### config.mk
export PLATFORM = sky130hd
export DESIGN_NAME = cond_logic_pipe_flat
export DESIGN_NICKNAME = d
export VERILOG_FILES = /design/src/rtl/cond_logic_pipe_if.sv /design/src/rtl/cond_logic_pipe.sv /design/src/flat_wrapper.sv
export SDC_FILE = /design/constraint.sdc
export NUM_CORES = 1
export LEC_CHECK = 0
export BUFFER_PORTS_ARGS = -buffer_cell sky130_fd_sc_hd__buf_2
export CORE_ASPECT_RATIO = 1.1
export CORE_MARGIN = 2
export CORE_UTILIZATION = 53
export DETAILED_ROUTE_END_ITERATION = 7
export PLACE_DENSITY = 0.92
export SYNTH_ARGS = -nofsm -noshare
export SYNTH_HDL_FRONTEND = slang
export SYNTH_SLANG_ARGS = --single-unit
### constraint.sdc
create_clock -name CLK -period 2.7 [get_ports CLK]
set_input_delay 0.27 -clock CLK [delete_from_list [all_inputs] [get_ports CLK]]
set_output_delay 0.27 -clock CLK [all_outputs]
set_load 0.02 [all_outputs]
### src/rtl/cond_logic_pipe_if.sv
// Bundle of Execute-stage controls and conditional-execution results.
// The "slave" modport is the conditional-logic pipe; "master" is whoever drives it.
interface cond_logic_pipe_if #(
    parameter int PIPE_DEPTH = 2,
    parameter int CNT_W      = 16
);
    logic                  ValidE;
    logic                  StallE;
    logic                  FlushE;
    logic                  PCS;
    logic                  RegW;
    logic                  MemW;
    logic [1:0]            FlagW;
    logic [3:0]            Cond;
    logic [3:0]            ALUFlags;
    logic                  CntClr;
    logic                  PCSrc;
    logic                  CondEx;
    logic [3:0]            Flags;
    logic [PIPE_DEPTH-1:0] RegWritePipe;
    logic                  MemWriteM;
    logic [CNT_W-1:0]      ExecCnt;
    logic [CNT_W-1:0]      AnnulCnt;

    modport master (
        output ValidE, StallE, FlushE, PCS, RegW, MemW, FlagW, Cond, ALUFlags, CntClr,
        input  PCSrc, CondEx, Flags, RegWritePipe, MemWriteM, ExecCnt, AnnulCnt
    );

    modport slave (
        input  ValidE, StallE, FlushE, PCS, RegW, MemW, FlagW, Cond, ALUFlags, CntClr,
        output PCSrc, CondEx, Flags, RegWritePipe, MemWriteM, ExecCnt, AnnulCnt
    );
endinterface

### src/rtl/cond_logic_pipe.sv
// Execute-stage ARM conditional logic: NZCV register, condition decode, qualified
// RegWrite/MemWrite pipe with stall/flush, and saturating executed/annulled counters.
module cond_logic_pipe #(
    parameter int         PIPE_DEPTH  = 2,
    parameter int         CNT_W       = 16,
    parameter logic [3:0] RESET_FLAGS = 4'b0000
) (
    input  logic                 CLK,
    input  logic                 RST_N,
    cond_logic_pipe_if.slave     bus
);
    localparam logic [CNT_W-1:0] CNT_MAX  = {CNT_W{1'b1}};
    localparam logic [CNT_W-1:0] CNT_ZERO = {CNT_W{1'b0}};
    localparam logic [CNT_W-1:0] CNT_ONE  = {{(CNT_W-1){1'b0}}, 1'b1};

    function automatic logic cond_decode(input logic [3:0] cond, input logic [3:0] nzcv);
        logic n, z, c, v, r;
        {n, z, c, v} = nzcv;
        case (cond)
            4'b0000: r = z;
            4'b0001: r = ~z;
            4'b0010: r = c;
            4'b0011: r = ~c;
            4'b0100: r = n;
            4'b0101: r = ~n;
            4'b0110: r = v;
            4'b0111: r = ~v;
            4'b1000: r = c & ~z;
            4'b1001: r = ~c | z;
            4'b1010: r = ~(n ^ v);
            4'b1011: r = n ^ v;
            4'b1100: r = ~z & ~(n ^ v);
            4'b1101: r = z | (n ^ v);
            4'b1110: r = 1'b1;
            default: r = 1'b0;
        endcase
        return r;
    endfunction

    logic [3:0]            flags_q, flags_d;
    logic [PIPE_DEPTH-1:0] pipe_q, pipe_d;
    logic                  mem_q, mem_d;
    logic [CNT_W-1:0]      exec_q, exec_d;
    logic [CNT_W-1:0]      annul_q, annul_d;
    logic                  cond_ex_s, adv_s, live_s, ex_s;

    // Qualify the Execute slot; decode uses the committed flags, never ALUFlags.
    always_comb begin
        cond_ex_s = cond_decode(bus.Cond, flags_q);
        adv_s     = ~bus.StallE;
        live_s    = bus.ValidE & ~bus.FlushE & adv_s;
        ex_s      = live_s & cond_ex_s;
    end

    // Next state: everything holds unless the pipe advances.
    always_comb begin
        flags_d = flags_q;
        pipe_d  = pipe_q;
        mem_d   = mem_q;
        exec_d  = exec_q;
        annul_d = annul_q;
        if (adv_s) begin
            if (ex_s & bus.FlagW[1]) flags_d[3:2] = bus.ALUFlags[3:2];
            else                     flags_d[3:2] = flags_q[3:2];
            if (ex_s & bus.FlagW[0]) flags_d[1:0] = bus.ALUFlags[1:0];
            else                     flags_d[1:0] = flags_q[1:0];
            for (int k = 1; k < PIPE_DEPTH; k++) begin
                pipe_d[k] = pipe_q[k-1];
            end
            pipe_d[0] = bus.RegW & ex_s;
            mem_d     = bus.MemW & ex_s;
            // Clear wins over a same-cycle increment; counters stick at all-ones.
            if (bus.CntClr) begin
                exec_d  = CNT_ZERO;
                annul_d = CNT_ZERO;
            end else begin
                if (ex_s && (exec_q != CNT_MAX)) exec_d = exec_q + CNT_ONE;
                else                             exec_d = exec_q;
                if (live_s && !cond_ex_s && (annul_q != CNT_MAX)) annul_d = annul_q + CNT_ONE;
                else                                              annul_d = annul_q;
            end
        end else begin
            flags_d = flags_q;
        end
    end

    // State registers with synchronous active-low reset.
    always_ff @(posedge CLK) begin
        if (!RST_N) begin
            flags_q <= RESET_FLAGS;
            pipe_q  <= {PIPE_DEPTH{1'b0}};
            mem_q   <= 1'b0;
            exec_q  <= CNT_ZERO;
            annul_q <= CNT_ZERO;
        end else begin
            flags_q <= flags_d;
            pipe_q  <= pipe_d;
            mem_q   <= mem_d;
            exec_q  <= exec_d;
            annul_q <= annul_d;
        end
    end

    assign bus.CondEx       = cond_ex_s;
    assign bus.PCSrc        = bus.PCS & ex_s;
    assign bus.Flags        = flags_q;
    assign bus.RegWritePipe = pipe_q;
    assign bus.MemWriteM    = mem_q;
    assign bus.ExecCnt      = exec_q;
    assign bus.AnnulCnt     = annul_q;
endmodule
### src/flat_wrapper.sv
// flat-port wrapper written by rule: the top's interface ports become plain ports
module cond_logic_pipe_flat 
#(
    parameter int         PIPE_DEPTH  = 2,
    parameter int         CNT_W       = 16,
    parameter logic [3:0] RESET_FLAGS = 4'b0000
)
  (CLK, RST_N, bus_ValidE, bus_StallE, bus_FlushE, bus_PCS, bus_RegW, bus_MemW, bus_FlagW, bus_Cond, bus_ALUFlags, bus_CntClr, bus_PCSrc, bus_CondEx, bus_Flags, bus_RegWritePipe, bus_MemWriteM, bus_ExecCnt, bus_AnnulCnt);
  cond_logic_pipe_if #(.PIPE_DEPTH(PIPE_DEPTH), .CNT_W(CNT_W)) bus_i ();
  input  logic CLK;
  input  logic RST_N;
  input wire logic [$bits(bus_i.ValidE)-1:0] bus_ValidE;
  input wire logic [$bits(bus_i.StallE)-1:0] bus_StallE;
  input wire logic [$bits(bus_i.FlushE)-1:0] bus_FlushE;
  input wire logic [$bits(bus_i.PCS)-1:0] bus_PCS;
  input wire logic [$bits(bus_i.RegW)-1:0] bus_RegW;
  input wire logic [$bits(bus_i.MemW)-1:0] bus_MemW;
  input wire logic [$bits(bus_i.FlagW)-1:0] bus_FlagW;
  input wire logic [$bits(bus_i.Cond)-1:0] bus_Cond;
  input wire logic [$bits(bus_i.ALUFlags)-1:0] bus_ALUFlags;
  input wire logic [$bits(bus_i.CntClr)-1:0] bus_CntClr;
  output wire logic [$bits(bus_i.PCSrc)-1:0] bus_PCSrc;
  output wire logic [$bits(bus_i.CondEx)-1:0] bus_CondEx;
  output wire logic [$bits(bus_i.Flags)-1:0] bus_Flags;
  output wire logic [$bits(bus_i.RegWritePipe)-1:0] bus_RegWritePipe;
  output wire logic [$bits(bus_i.MemWriteM)-1:0] bus_MemWriteM;
  output wire logic [$bits(bus_i.ExecCnt)-1:0] bus_ExecCnt;
  output wire logic [$bits(bus_i.AnnulCnt)-1:0] bus_AnnulCnt;
  assign bus_i.ValidE = bus_ValidE;
  assign bus_i.StallE = bus_StallE;
  assign bus_i.FlushE = bus_FlushE;
  assign bus_i.PCS = bus_PCS;
  assign bus_i.RegW = bus_RegW;
  assign bus_i.MemW = bus_MemW;
  assign bus_i.FlagW = bus_FlagW;
  assign bus_i.Cond = bus_Cond;
  assign bus_i.ALUFlags = bus_ALUFlags;
  assign bus_i.CntClr = bus_CntClr;
  assign bus_PCSrc = bus_i.PCSrc;
  assign bus_CondEx = bus_i.CondEx;
  assign bus_Flags = bus_i.Flags;
  assign bus_RegWritePipe = bus_i.RegWritePipe;
  assign bus_MemWriteM = bus_i.MemWriteM;
  assign bus_ExecCnt = bus_i.ExecCnt;
  assign bus_AnnulCnt = bus_i.AnnulCnt;
  cond_logic_pipe #(.PIPE_DEPTH(PIPE_DEPTH), .CNT_W(CNT_W), .RESET_FLAGS(RESET_FLAGS)) u_core (.CLK(CLK), .RST_N(RST_N), .bus(bus_i));
endmodule
=== Word level (Yosys, flattened, before mapping) ===
Cells that the tools add are included.

* Latch bits: 0
* Memory bits (writable): 0
* Flip-flop bits (word level): 39
* Word-level logic and storage cells: 60
* ROM bits: 0
* Output and inout bits: 41
* Input bits: 19
* Memories kept: 0

* $mul: 0
* Order comparisons: 0
* Shift-type cells: 0
* Mux-type cells: 5
* Reductions and logical operators: 11
* $add $sub $neg: 2
* Equality and inequality tests: 16
* Bitwise gates (word level): 20
* Div/mod/pow operators: 0

{| class="wikitable"
|+ Operators by type and width
! cell !! count
|-
| $mux 16 || 4
|-
| $add 16x1->16 const B || 2
|-
| $ne 16x16->1 const B || 2
|-
| $eq 4x4->1 const B || 7
|-
| $eq 4x3->1 const B || 4
|-
| $pmux 1 s15 || 1
|-
| $and 1x1->1 || 10
|-
| $eq 4x2->1 const B || 2
|-
| $reduce_and 2->1 || 4
|-
| $not 1->1 || 7
|-
| $eq 4x1->1 const B || 1
|-
| $logic_not 4->1 || 1
|-
| $reduce_bool 2->1 || 2
|-
| $logic_and 1x1->1 || 3
|-
| $or 1x1->1 || 2
|-
| $logic_not 1->1 || 1
|-
| $xor 1x1->1 || 1
|}

=== Logic depth before layout (Yosys ltp) ===
Gate-level depths: netlist of the first run.

* Depth in word-level cells: 9
* Mapped depth: 11
* Depth with buffers taken out: 9

=== Worst setup path after synthesis of the first run ===
Ideal clock, no wire load.

* Path type: reg-to-output
* From: reg u_core.flags_q[0] (netlist: u_core.bus.Flags[0])
* To: out bus_PCSrc
* Required time: 2.430 ns
* Stages on the path, launching flop included: 10
* Slack: 0.409 ns
* Data arrival time: 2.021 ns
* Cells stage by stage: dfxtp_1 > clkbuf_1 > nand2b_1 > a211oi_1 > o21a_1 > o22ai_2 > a21oi_2 > buf_2 > buf_2 > and2_1

* Word-level cells in the longest chain between the ends: 6
* Elaborated cells on any way between the ends: 8
* Those cells by class: mux (1); bitwise (7)

{| class="wikitable"
|+ RTL lines
! element !! RTL line !! text
|-
| from (decl) || cond_logic_pipe.sv:40 || <nowiki>logic [3:0] flags_q, flags_d;</nowiki>
|-
| from (signal assigned) || cond_logic_pipe.sv:96 || <nowiki>flags_q <= flags_d;</nowiki>
|-
| $xor 1x1->1 || n/a ||
|-
| $not 1->1 || cond_logic_pipe.sv:30, cond_logic_pipe.sv:32 ||
|-
| $and 1x1->1 || cond_logic_pipe.sv:32 || <nowiki>4'b1100: r = ~z & ~(n ^ v);</nowiki>
|-
| $pmux 1 s15 (*) || cond_logic_pipe.sv:19 || <nowiki>case (cond)</nowiki>
|-
| $and 1x1->1 (*) || cond_logic_pipe.sv:52 || <nowiki>ex_s = live_s & cond_ex_s;</nowiki>
|-
| $and 1x1->1 (*) || cond_logic_pipe.sv:105 || <nowiki>assign bus.PCSrc = bus.PCS & ex_s;</nowiki>
|-
| to (decl) || flat_wrapper.sv:22 || <nowiki>output wire logic [$bits(bus_i.PCSrc)-1:0] bus_PCSrc;</nowiki>
|}

Every way passes the cells marked *; elsewhere a longest branch is shown, timed or not.

=== Worst setup path after layout of the first run ===
Same ends and word-level chain as after synthesis.

==> impl_metrics.env, run 1 <==
export IMPL_status="complete, no violations"
export IMPL_vias_per_cell=6.35
export IMPL_synth_avg_cell_area_um2=7.65
export IMPL_stdcell_area_mm2=0.00270
export IMPL_fp_coreArea_mm2=0.00422
export IMPL_ff2ff_setup_slack_ps=230
export IMPL_start_kind="register"
export IMPL_vias=2590
export IMPL_cp_data_required_time_ps=2430
export IMPL_synthAdderAreaFrac=0.0110
export IMPL_hold_ws_ps=205
export IMPL_clock_latency_ps=300
export IMPL_worstMarginPinSlew_ps=812
export IMPL_antenna_cells=0
export IMPL_final_cell_mix="buf_2, dfxtp_1, nand2_1"
export IMPL_drc=0
export IMPL_synth_xor_area_share=0.00384
export IMPL_num_fill_cells=377
export IMPL_rsz0062_at_grt="false"
export IMPL_die_area_mm2=0.00484
export IMPL_fmax_ghz=0.384
export IMPL_ios=60
export IMPL_max_slew_margin=0.457
export IMPL_stdcell_count=408
export IMPL_timing_final_ws_setup_ps=92.8
export IMPL_synth_seq_cells=39
export IMPL_dpl_cell_area_mm2=0.00260
export IMPL_yosysSeqAreaShare=0.343
export IMPL_fin_worst_skew_ps=7.67
export IMPL_ant_nets=0
export IMPL_drt_initial_drc_count=241
export IMPL_yosys_warnings=0
export IMPL_endpoint_kind="output pin"
export IMPL_grt_pass1_vias=2496
export IMPL_fin_nets=374
export IMPL_fp_row_count=25
export IMPL_ir_drop_uv=341
export IMPL_die_h_um=72.8
export IMPL_post_place_ws_ps=156
export IMPL_yosys_area_top_type_share=0.343
export IMPL_slew_violations=0
export IMPL_p_total_mw=1.13
export IMPL_grt_pass1_wl_um=10900
export IMPL_dp_cells=400
export IMPL_async_flop_share=0
export IMPL_min_path_type="in -> reg"
export IMPL_worstPathArrival_ps=2340
export IMPL_netlist_cell_type_count=52
export IMPL_start_util=0.540
export IMPL_yosys_area_top_type="dfxtp_1"
export IMPL_synth_simple_gate_area_frac=0.336
export IMPL_min_period_ps=2610
export IMPL_clockBufferDepth=2
export IMPL_hold_violations=0
export IMPL_grt_antenna_before_repair=0
export IMPL_cts_clk_slew_worst_paths_ps=70
export IMPL_muxShareOfSynthArea=0.00879
export IMPL_post_cts_buffers=0
export IMPL_root_buffer="clkbuf_8"
export IMPL_syn_inst=298
export IMPL_synth_compound_area_frac=0.250
export IMPL_cts_buffers=5
export IMPL_synth_flop_cell="dfxtp_1"
export IMPL_final_util=0.640
export IMPL_synth_area_top_cells="dfxtp_1, nand3_1, nand2_1, a21oi_1, o21ai_0"
export IMPL_path_max_fanout=11
export IMPL_p_leak_nw=1.15
export IMPL_final_common_cell="buf_2"
export IMPL_io_buffers=59
export IMPL_drt_pass1_iterations=4
export IMPL_wl_um=6410
export IMPL_syn_nets=319
export IMPL_area_growth_pct=18.7
export IMPL_drive_gt1_frac=0.226
export IMPL_grt_usage=0.286
export IMPL_synth_edf_count=0
export IMPL_power_per_cell_area_mw_per_mm2=418
export IMPL_htreeDepth=2
export IMPL_clock_sinks=39
export IMPL_final_setup_viol_count=0
export IMPL_critPathKind="reg -> out"
export IMPL_fin_tns_setup_ps=0
export IMPL_tritoncts="yes"
export IMPL_routedWlPerCell_um=15.7
export IMPL_drv_cap=0
export IMPL_synth_top_family_by_area="simple AND/OR/NAND/NOR gates"
export IMPL_syn_area_mm2=0.00228
export IMPL_globalRouteOverflowTotal=0
export IMPL_finalWeightedCongestion=0.888
export IMPL_finalCritPeriodShare=0.966
export IMPL_grt_max_degree=21
export IMPL_dieWidth_um=66.5
export IMPL_dp_hpwl_um=4540
==> cells by family (layout without fill, tap and decap cells) <==
group                      count (synthesis)  in the layout
muxes                                      2              2
xor gates and xnor gates                   1              1
buffers and inverters                     24             80
AOI/OAI and AO/OA                         89             89
and+or+nand+nor                          141            141
adders and majority gates                  2              2
DFF                                       39             39
==> state kept, by name, indices dropped and copies added (netlist names) <==
name                     flops
u_core.bus.AnnulCnt         16
u_core.bus.RegWritePipe      2
u_core.bus.ExecCnt          16
u_core.bus.Flags             4
u_core.bus.MemWriteM         1
==> per-layer routing <==
| layer | global-route usage | share of wire | vias up |
|---|---|---|---|
| met5 | 0 | 0 | - |
| met4 | 0.175 | 0.036 | 0 |
| met3 | 0.0633 | 0.071 | 22 |
| met2 | 0.490 | 0.51 | 115 |
| met1 | 0.321 | 0.39 | 1212 |
| li1 | - | - | 1241 |
==> power by group <==
part / internal, mW / leakage (nW) / total (mW) / switching, mW
Combinational: 0.0355 / 0.786 / 0.112 / 0.0762
Clock: 0.233 / 0.0515 / 0.440 / 0.207
Sequential: 0.577 / 0.314 / 0.579 / 0.00265
Total: 0.845 / 1.15 / 1.13 / 0.286
==> cells in the mapped netlist, types with 6 or more instances <==
library cell / count
nand3_1: 29
nand2_1: 35
clkbuf_1: 9
a31oi_1: 8
dfxtp_1: 39
o211ai_1: 9
a21oi_1: 23
and2_1: 6
nor2_1: 14
nand4_1: 8
o21ai_0: 21
and3_1: 15
==> worst paths after layout <==
check                          from                          to  cells past startpoint
max             u_core.bus.Flags[0]                   bus_PCSrc                      8
min                        bus_RegW  u_core.bus.RegWritePipe[0]                      3
max reg2reg  u_core.bus.AnnulCnt[0]     u_core.bus.AnnulCnt[12]                      9
min reg2reg  u_core.bus.AnnulCnt[8]      u_core.bus.AnnulCnt[8]                      1
==> worst max-delay path: stages (launching register included) <==
cell and delay, ps:
dfxtp_1 410, nor4b_1 330, a31oi_1 70, o211ai_1 230, o22ai_2 150, a21oi_2 300, buf_4 240, and2_1 150
buf_2 160
==> cell type report <==
| type | instances | area [µm²] | share of cell area |
|---|---|---|---|
| multi-input cells | 235 | 1390 | 0.514 |
| repair buffers | 65 | 340 | 0.126 |
| clock buffers | 8 | 100 | 0.0370 |
| well taps | 54 | 67.6 | 0.0250 |
| inverters | 7 | 26.3 | 0.00972 |
| flip-flops and latches | 39 | 781 | 0.289 |
==> repair_timing <==
item / in CTS / in global routing
resized for setup: 0 / 1
endpoints found under the setup margin: 0 / 9
hold buffers: 0 / 0
Note: power is estimated with default switching activity, not from simulation.
==> run 2, diff against run 1 <==
CORE_ASPECT_RATIO = unset   (was 1.1)
PLACE_DENSITY = unset   (was 0.92)
PLACE_DENSITY_LB_ADDON = 0.05   (was unset)
==> impl_metrics.env, run 2 (synthesis results as in run 1) <==
export IMPL_status="complete, no violations"
export IMPL_grt_antenna_before_repair=0
export IMPL_min_period_ps=2470
export IMPL_final_common_cell="buf_2"
export IMPL_antenna_cells=0
export IMPL_dpl_cell_area_mm2=0.00261
export IMPL_holdCritStartpoint="bus_MemW"
export IMPL_ir_drop_uv=197
export IMPL_p_leak_nw=1.15
export IMPL_vias_per_cell=6.16
export IMPL_final_setup_viol_count=0
export IMPL_grt_pass1_wl_um=9950
export IMPL_min_path_cells=3
export IMPL_worstMarginPinSlew_ps=700
export IMPL_clockBufferDepth=2
export IMPL_fmax_ghz=0.405
export IMPL_path_max_fanout=7
export IMPL_dieWidth_um=69.6
export IMPL_grt_pass1_vias=2134
export IMPL_min_path_type="in -> reg"
export IMPL_drive_gt1_frac=0.226
export IMPL_slew_violations=0
export IMPL_min_to="u_core.bus.MemWriteM"
export IMPL_fp_row_count=23
export IMPL_die_area_mm2=0.00484
export IMPL_area_growth_pct=18.5
export IMPL_finalCritPeriodShare=0.915
export IMPL_start_util=0.562
export IMPL_tritoncts="yes"
export IMPL_fin_tns_setup_ps=0
export IMPL_r2r_end="u_core.bus.AnnulCnt[7]"
export IMPL_stdcell_area_mm2=0.00270
export IMPL_fp_coreArea_mm2=0.00406
export IMPL_io_buffers=59
export IMPL_drc=0
export IMPL_worstPathArrival_ps=2720
export IMPL_fin_worst_skew_ps=9.50
export IMPL_endpoint_kind="register"
export IMPL_routedWlPerCell_um=14.7
export IMPL_ant_nets=0
export IMPL_globalRouteOverflowTotal=0
export IMPL_drt_pass1_iterations=5
export IMPL_post_cts_buffers=0
export IMPL_root_buffer="clkbuf_8"
export IMPL_ios=60
export IMPL_ff2ff_setup_slack_ps=230
export IMPL_max_slew_margin=0.531
export IMPL_dp_hpwl_um=4270
export IMPL_htreeDepth=2
export IMPL_critPathKind="reg -> reg"
export IMPL_drv_cap=0
export IMPL_grt_max_degree=21
export IMPL_rsz0062_at_grt="false"
export IMPL_grt_usage=0.249
export IMPL_die_h_um=69.6
export IMPL_r2r_start="u_core.bus.AnnulCnt[0]"
export IMPL_cts_clk_slew_worst_paths_ps=80
export IMPL_clock_sinks=39
export IMPL_p_total_mw=1.10
export IMPL_hold_violations=0
export IMPL_final_cell_mix="buf_2, dfxtp_1, nand2_1"
export IMPL_power_per_cell_area_mw_per_mm2=407
export IMPL_ff2ff_path_depth=9
export IMPL_drt_initial_drc_count=161
export IMPL_cp_data_required_time_ps=2950
export IMPL_clock_latency_ps=300
export IMPL_vias=2488
export IMPL_start_kind="register"
export IMPL_finalWeightedCongestion=0.944
export IMPL_wl_um=5950
export IMPL_cts_buffers=5
export IMPL_fin_nets=375
[run 2: worst max-delay path: stages (launching register included)]
cell and delay [ps]:
dfxtp_1 340, ha_1 230, and3_1 210, and3_1 230, and3_1 210, a31oi_1 170, and3_1 370, nand3_1 190
or3_1 370, nand3_1 80
[run 2: power by group]
group | internal (mW) | total [mW] | switching (mW)
registers | 0.577 | 0.579 | 0.00274
clock network | 0.200 | 0.408 | 0.207
logic | 0.0374 | 0.112 | 0.0749
[run 2: how the worst max path moves through the flow]
stage	slack, ps	endpoint	start	cells after the start
after floorplan	410	bus_PCSrc	u_core.bus.Flags[0]	9
after global routing	50	bus_PCSrc	u_core.bus.Flags[0]	8
after detailed placement	280	u_core.bus.AnnulCnt[12]	u_core.bus.AnnulCnt[0]	9
final	230	u_core.bus.AnnulCnt[7]	u_core.bus.AnnulCnt[0]	9
after global placement	370	u_core.bus.AnnulCnt[12]	u_core.bus.AnnulCnt[0]	9
after CTS	190	bus_PCSrc	u_core.bus.Flags[0]	8
[run 2: stage by stage]
step	setup WS [ps]	std cells	utilization	hold WS [ps]
2_1_floorplan	409	298	-	414
3_3_place_gp	366	397	0.642	480
3_5_place_dp	276	397	0.642	478
4_1_cts	188	404	0.664	202
5_1_grt	50.7	404	0.665	194
6_report	231	404	0.665	205
[run 2: cell type report]
cell class | count | area, µm²
Multi-Input combinational cell | 235 | 1400
Fill cell | 354 | 1360
Sequential cell | 39 | 781
Timing Repair Buffer | 66 | 348
Clock buffer | 6 | 82.6
Tap cell | 50 | 62.6
Inverter | 7 | 26.3
Clock inverter | 1 | 5.00
[run 2: what timing repair did]
item	4_1_cts	5_1_grt
hold buffers	0	0
gates resized for setup	0	1
setup endpoints to repair	0	1
[run 2: routing by layer]
| layer | vias up | part of all wire | global-route usage |
|---|---|---|---|
| li1 | 1246 | - | - |
| met1 | 1145 | 0.46 | 0.343 |
| met2 | 89 | 0.45 | 0.389 |
| met3 | 8 | 0.071 | 0.0596 |
| met4 | 0 | 0.012 | 0.0697 |
| met5 | - | 0 | 0 |
